===== src/rtl/pipe_hazard_ctrl.sv =====
// rtl/pipe_hazard_ctrl.sv - hazard, stall/flush/freeze and forwarding control for a 5-stage MIPS pipeline
//
// Purpose: picks the pipeline action each cycle (RUN, STALL, FLUSH, MWAIT),
// drives the PC and IF/ID, ID/EX, EX/MEM, MEM/WB load enables and bubble
// strobes, keeps a shadow copy of in-flight destinations and produces the
// EX-stage forwarding selects.
//
// Build option: define HAZ_FORWARDING_EN to compile in EX forwarding. Only
// load-use then stalls. Without it every in-flight writer stalls the reader
// and fwd_a/fwd_b stay 00.
//
// Ports:
//   clk, rst                       clock, synchronous active-high reset
//   id_rs, id_rt, id_uses_rs/rt    sources of the instruction in ID
//   id_dest, id_reg_write,
//   id_mem_read                    destination and control of the ID instruction
//   branch_taken                   EX resolved a taken branch
//   dmem_req, dmem_ready           data-memory handshake from MEM
//   pc_en, cfe_en, dex_en,
//   em_en, mw_en                   PC and buffer load enables
//   cfe_flush, dex_flush           bubble strobes for IF/ID and ID/EX
//   fwd_a, fwd_b                   00 regfile, 10 EX/MEM, 01 MEM/WB
//   state                          current action (debug)
//   stall_cycles, flush_count      saturating performance counters

module pipe_hazard_ctrl (
  input  logic        clk,
  input  logic        rst,
  input  logic [4:0]  id_rs,
  input  logic [4:0]  id_rt,
  input  logic        id_uses_rs,
  input  logic        id_uses_rt,
  input  logic [4:0]  id_dest,
  input  logic        id_reg_write,
  input  logic        id_mem_read,
  input  logic        branch_taken,
  input  logic        dmem_req,
  input  logic        dmem_ready,
  output logic        pc_en,
  output logic        cfe_en,
  output logic        dex_en,
  output logic        em_en,
  output logic        mw_en,
  output logic        cfe_flush,
  output logic        dex_flush,
  output logic [1:0]  fwd_a,
  output logic [1:0]  fwd_b,
  output logic [1:0]  state,
  output logic [15:0] stall_cycles,
  output logic [15:0] flush_count
);

  typedef enum logic [1:0] {
    ST_RUN   = 2'b00,
    ST_STALL = 2'b01,
    ST_FLUSH = 2'b10,
    ST_MWAIT = 2'b11
  } state_t;

  state_t cur_state, nxt_state;

  // Shadow pipeline entries
  logic       ex_valid, ex_reg_write, ex_mem_read;
  logic [4:0] ex_dest;
`ifdef HAZ_FORWARDING_EN
  logic [4:0] ex_rs, ex_rt;
`endif
  logic       mem_valid, mem_reg_write;
  logic [4:0] mem_dest;
  logic       wb_valid, wb_reg_write;
  logic [4:0] wb_dest;

  logic hazard;
  logic mwait;

  // A source hits a writer only if it is used and nonzero; since dest must
  // equal that nonzero source, a dest of 0 can never count as a writer.
  function automatic logic src_hit(input logic used, input logic [4:0] src,
                                   input logic wv, input logic wrw,
                                   input logic [4:0] wd);
    return used && (src != 5'd0) && wv && wrw && (wd == src);
  endfunction

`ifdef HAZ_FORWARDING_EN
  function automatic logic [1:0] fwd_sel(input logic [4:0] src,
                                         input logic mv, input logic mrw, input logic [4:0] md,
                                         input logic wv, input logic wrw, input logic [4:0] wd);
    if (src_hit(1'b1, src, mv, mrw, md))
      return 2'b10;
    else if (src_hit(1'b1, src, wv, wrw, wd))
      return 2'b01;
    else
      return 2'b00;
  endfunction

  // Only a load in EX cannot be forwarded in time for the ID consumer.
  assign hazard = ex_mem_read &&
                  (src_hit(id_uses_rs, id_rs, ex_valid, ex_reg_write, ex_dest) ||
                   src_hit(id_uses_rt, id_rt, ex_valid, ex_reg_write, ex_dest));
  assign fwd_a  = fwd_sel(ex_rs, mem_valid, mem_reg_write, mem_dest, wb_valid, wb_reg_write, wb_dest);
  assign fwd_b  = fwd_sel(ex_rt, mem_valid, mem_reg_write, mem_dest, wb_valid, wb_reg_write, wb_dest);
`else
  // The register file is not write-through, so a WB writer also blocks.
  assign hazard = src_hit(id_uses_rs, id_rs, ex_valid,  ex_reg_write,  ex_dest)  ||
                  src_hit(id_uses_rt, id_rt, ex_valid,  ex_reg_write,  ex_dest)  ||
                  src_hit(id_uses_rs, id_rs, mem_valid, mem_reg_write, mem_dest) ||
                  src_hit(id_uses_rt, id_rt, mem_valid, mem_reg_write, mem_dest) ||
                  src_hit(id_uses_rs, id_rs, wb_valid,  wb_reg_write,  wb_dest)  ||
                  src_hit(id_uses_rt, id_rt, wb_valid,  wb_reg_write,  wb_dest);
  assign fwd_a  = 2'b00;
  assign fwd_b  = 2'b00;
`endif

  assign mwait = dmem_req && !dmem_ready;
  assign state = cur_state;

  // Priority: memory freeze, then branch squash (which masks any hazard of
  // the squashed ID instruction), then data-hazard stall, then run.
  always_comb begin
    nxt_state = ST_RUN;
    pc_en     = 1'b1;
    cfe_en    = 1'b1;
    dex_en    = 1'b1;
    em_en     = 1'b1;
    mw_en     = 1'b1;
    cfe_flush = 1'b0;
    dex_flush = 1'b0;
    if (mwait) begin
      nxt_state = ST_MWAIT;
      pc_en     = 1'b0;
      cfe_en    = 1'b0;
      dex_en    = 1'b0;
      em_en     = 1'b0;
      mw_en     = 1'b0;
    end else if (branch_taken) begin
      nxt_state = ST_FLUSH;
      cfe_flush = 1'b1;
      dex_flush = 1'b1;
    end else if (hazard) begin
      nxt_state = ST_STALL;
      pc_en     = 1'b0;
      cfe_en    = 1'b0;
      dex_flush = 1'b1;
    end
  end

  always_ff @(posedge clk) begin
    if (rst) begin
      cur_state     <= ST_RUN;
      stall_cycles  <= 16'd0;
      flush_count   <= 16'd0;
      ex_valid      <= 1'b0;
      ex_reg_write  <= 1'b0;
      ex_mem_read   <= 1'b0;
      ex_dest       <= 5'd0;
`ifdef HAZ_FORWARDING_EN
      ex_rs         <= 5'd0;
      ex_rt         <= 5'd0;
`endif
      mem_valid     <= 1'b0;
      mem_reg_write <= 1'b0;
      mem_dest      <= 5'd0;
      wb_valid      <= 1'b0;
      wb_reg_write  <= 1'b0;
      wb_dest       <= 5'd0;
    end else begin
      cur_state <= nxt_state;
      if ((nxt_state == ST_STALL || nxt_state == ST_MWAIT) && stall_cycles != 16'hFFFF)
        stall_cycles <= stall_cycles + 16'd1;
      if (nxt_state == ST_FLUSH && flush_count != 16'hFFFF)
        flush_count <= flush_count + 16'd1;

      // Bubble takes precedence over the load, matching the real ID/EX buffer.
      if (dex_flush) begin
        ex_valid     <= 1'b0;
        ex_reg_write <= 1'b0;
        ex_mem_read  <= 1'b0;
        ex_dest      <= 5'd0;
`ifdef HAZ_FORWARDING_EN
        ex_rs        <= 5'd0;
        ex_rt        <= 5'd0;
`endif
      end else if (dex_en) begin
        ex_valid     <= 1'b1;
        ex_reg_write <= id_reg_write;
        ex_mem_read  <= id_mem_read;
        ex_dest      <= id_dest;
`ifdef HAZ_FORWARDING_EN
        ex_rs        <= id_rs;
        ex_rt        <= id_rt;
`endif
      end

      if (em_en) begin
        mem_valid     <= ex_valid;
        mem_reg_write <= ex_reg_write;
        mem_dest      <= ex_dest;
      end
      if (mw_en) begin
        wb_valid     <= mem_valid;
        wb_reg_write <= mem_reg_write;
        wb_dest      <= mem_dest;
      end
    end
  end

endmodule


===== config.mk =====
export PLATFORM = sky130hd
export DESIGN_NAME = pipe_hazard_ctrl
export DESIGN_NICKNAME = d
export VERILOG_FILES = /design/src/rtl/pipe_hazard_ctrl.sv
export SDC_FILE = /design/constraint.sdc
export NUM_CORES = 1
export LEC_CHECK = 0
export BUFFER_PORTS_ARGS = -buffer_cell sky130_fd_sc_hd__clkbuf_2
export CORE_ASPECT_RATIO = 1.4
export CORE_MARGIN = 1.5
export CORE_UTILIZATION = 53
export DETAILED_ROUTE_END_ITERATION = 10
export GPL_TIMING_DRIVEN = 0
export PLACE_DENSITY_LB_ADDON = 0.2
export SLEW_MARGIN = 15
export SYNTH_ARGS = -nofsm -noshare
export SYNTH_HDL_FRONTEND = slang
export SYNTH_SLANG_ARGS = --single-unit

===== constraint.sdc =====
create_clock -name clk -period 3.6 [get_ports clk]
set_input_delay 0.72 -clock clk [delete_from_list [all_inputs] [get_ports clk]]
set_output_delay 0.72 -clock clk [all_outputs]
set_load 0.1 [all_outputs]

==> reports/metrics.csv <==
stage,metric,value,unit
power_and_ir_drop,p_seq_share,51.2,%
timing,period_minus_slack,3500,ps
yosys,ys_seq_elements,55,
drt,detail-route-antenna-nets,0,
worst_setup_path,crit_top_cell,clkbuf_2,
power_and_ir_drop,powerDensity,373,nW/µm²
timing,rsz0062_at_grt,false,
cells_and_area,fin_area,3320,µm²
grt,grt_max_degree,17,
timing,finalMaxSlewViolations,0,
cells_and_area,syn2layout_area_growth,19.8,%
floorplanning,dieHeight,88.5,µm
timing,maxSlewHeadroom,52.6,%
worst_setup_path,cp-start-kind,primary input,
timing,fin_crit_sh,97.2,%
cells_and_area,antennaDiodeCount,0,
clock_tree,clockBufferDepth,2,
worst_setup_path,critPathMaxStageDelay,660,ps
grt,grt-ovfl-total,0,
yosys,synth_top_area_share,39.8,%
clock_tree,clk_pin_slew,100,ps
floorplanning,die_area,5670,µm²
grt,antenna_found_initial,0,
floorplanning,coreArea,4950,µm²
timing,finalHoldViolations,0,
min_path,hp-class,reg -> reg,
drt,viasPerCell,5.55,
worst_setup_path,cp.depth,7,
drt,dr_total_vias,2629,
worst_setup_path,endpoint,dex_flush,
yosys,syn_area,2770,µm²
power_and_ir_drop,clockPowerShare,32.3,%
floorplanning,die_w,64.1,µm
flow_run,max-cap-violations,0,
yosys,syn_inst,337,
worst_setup_path,critPathCaptureType,primary output,
worst_setup_path,timing.rr.end,stall_cycles[9],
drt,drtPass1Iterations,4,
worst_setup_path,crit_chain,"clkbuf_2, or4_1, o21ai_0, a31oi_1, a311oi_2, nor2_1, clkbuf_2",
place,pre_cts_ws,-285,ps
yosys,yosys-top-cells-area,"dfxtp_1 (40%), xor2_1 (9.5%), a21oi_1 (7.2%)",
yosys,avgSynthCellArea,8.21,µm²
place,dp.cells,467,
clock_tree,cts_tree,built,
grt,grt_pass1_wl,10800,µm
yosys,synth_flop_cell,dfxtp_1,
drt,drt_iter0_drc,97,
worst_setup_path,ff2ff_path_depth,9,
yosys,yosysUniqueCellTypes,39,
yosys,ys_warn_count,0,
power_and_ir_drop,p_int,876,µW
yosys,synth_edf_count,0,
grt,grt_usage,24.4,%
cells_and_area,nets,436,
drt,drc,0,
drt,wire_per_inst,13.9,µm
cells_and_area,layout_commonest_cell,clkbuf_2,
min_path,whs_path_depth,2,
cells_and_area,drive_above_1_share,21.5,%
worst_setup_path,slowest_stage,a311oi_2,
power_and_ir_drop,peakVddDrop,0.242,mV
yosys,yosysSeqAreaShare,39.8,%
clock_tree,clock_latency,310,ps
cells_and_area,multiInputGateArea,1530,µm²
worst_setup_path,crit_required,2880,ps
worst_setup_path,cp.arrival,2780,ps
power_and_ir_drop,p_sw,361,µW
floorplanning,start_util,55.9,%
place,postPlaceCellArea,3180,µm²
power_and_ir_drop,pwr-share-comb,16.5,%
outcome,status,completed,
clock_tree,cts_root_buffer,clkbuf_8,
clock_tree,numCtsBuffers,5,
clock_tree,cts_htree_levels,2,
worst_setup_path,r2r_setup_slack,1000,ps
worst_setup_path,cp_num_buf_inv,2,
worst_setup_path,cp_max_fo,8,
worst_setup_path,critPathTopFamily,compound AO/OA/AOI/OAI gates,
worst_setup_path,startpoint,id_rt[1],
cells_and_area,mostFrequentLayoutCells,"clkbuf_2 (61), dfxtp_1 (55), nand2_1 (46), a21oi_1 (40), xor2_1 (30)",
timing,setup_viol,0,
cells_and_area,utilization,66.9,%
yosys,yosys.area.top_type,dfxtp_1,
clock_tree,cts_hold_buf,0,
clock_tree,cts_sinks,55,
min_path,worstHoldStart,wb_reg_write,
drt,wl,6600,µm
place,dp_hpwl,5080,µm
worst_setup_path,reg2reg_from,ex_dest[4],
timing,fmax,286,MHz
power_and_ir_drop,p_leak,0.00131,µW
timing,tightest_slew,711,ps
timing,fin_ws,102,ps
floorplanning,num_rows,30,
power_and_ir_drop,switching_share,29.2,%
cells_and_area,fill_cells,459,
cells_and_area,seq_area,1100,µm²
grt,grt_pass1_vias,2432,
worst_setup_path,critical_path_class,in -> out,
cells_and_area,final_cells,474,
floorplanning,ios,69,
timing,skew,7.65,ps
yosys,ys_async_sr_fraction,0,%
place,port-buffer-count,63,
place,gp_congestion,0.954,
-- tightest hold or removal path: cells and delay by family, from the launching register on --
kind / cells / cell delay (ps)
DFF: 1 / 340
AOI/OAI and AO/OA: 1 / 50
and+or+nand+nor: 1 / 60
-- how the worst min path moves through the flow --
stage	slack [ps]	endpoint
after detailed placement	470	wb_reg_write
after CTS	490	wb_reg_write
after global routing	530	wb_dest[0]
after global placement	460	wb_valid
after floorplan	450	wb_reg_write
final	490	wb_reg_write
-- metal layers --
layer / global-route usage [%] / wire length [µm] / vias up / part of all wire, %
met5: 0 / 0 / - / 0
met4: 9.09 / 118 / 0 / 1.8
met3: 3.82 / 250 / 11 / 3.8
met2: 45.8 / 3520 / 66 / 53
met1: 27.5 / 2710 / 1226 / 41
li1: - / - / 1326 / -
-- power groups by stage --
stage | logic [µW] | clock network, µW | registers, µW
4_1_cts | 206 | 412 | 634
5_1_grt | 217 | 439 | 636
3_5_place_dp | 201 | 0 | 648
6_report | 204 | 400 | 634
2_1_floorplan | 121 | 0 | 678
3_3_place_gp | 198 | 0 | 647
-- stage by stage --
| stage | hold WS, ps | TNS (ps) | total power (µW) |
|---|---|---|---|
| finish | 489 | 0 | 1240 |
| detailed placement | 474 | -486 | 848 |
| global placement | 462 | -702 | 845 |
| floorplan | 446 | 0 | 799 |
| CTS | 488 | 0 | 1250 |
| global route | 529 | 0 | 1290 |
-- registers in the layout, indices dropped and copies added, names as in the netlist, 2 cells and up --
| register | count |
|---|---|
| stall_cycles | 16 |
| flush_count | 16 |
| wb_dest | 5 |
| ex_dest | 5 |
| mem_dest | 5 |
| state | 2 |
-- kinds of logic (layout without fill, tap and decap cells) --
group | count (synthesis) | after routing | synth area share [%]
AND/OR/NAND/NOR | 143 | 143 | 26.7
AO/OA/AOI/OAI | 62 | 62 | 12.8
flip-flops | 55 | 55 | 39.8
XOR/XNOR | 41 | 41 | 13.0
buffers and inverters | 30 | 100 | 5.52
multiplexers | 3 | 3 | 1.18
adder cells (fa/ha/maj) | 2 | 2 | 0.904
other | 1 | 4 | 0.135
-- synth_stat cells (4+ instances only) --
cell type and number:
a21oi_1 40, nand3_1 24, nor2b_1 4, or3_1 5, buf_4 8, dfxtp_1 55
and3_1 4, o31ai_1 10, inv_1 7, xor2_1 30, or4_1 11, nor3_1 6
nand4_1 10, xnor2_1 11, o21ai_0 7, clkbuf_1 12, nor4_1 4, nor2_1 19
nand2_1 46
-- timing repair --
action / 4_1_cts / 5_1_grt
resized for setup: 5 / 0
endpoints found under the setup margin: 2 / 2
buffers inserted: 1 / 0
pin swaps: 1 / 1
-- cell type report --
class,count,area share [%]
multi-input combinational,255,46.2
tap,64,2.42
sequential,55,33.2
clock inverter,2,1.13
inverter,8,0.981
timing repair buffer,64,10.6
clock buffer,5,2.08
buffer,21,3.40
Power figures use the tool's default switching activity.
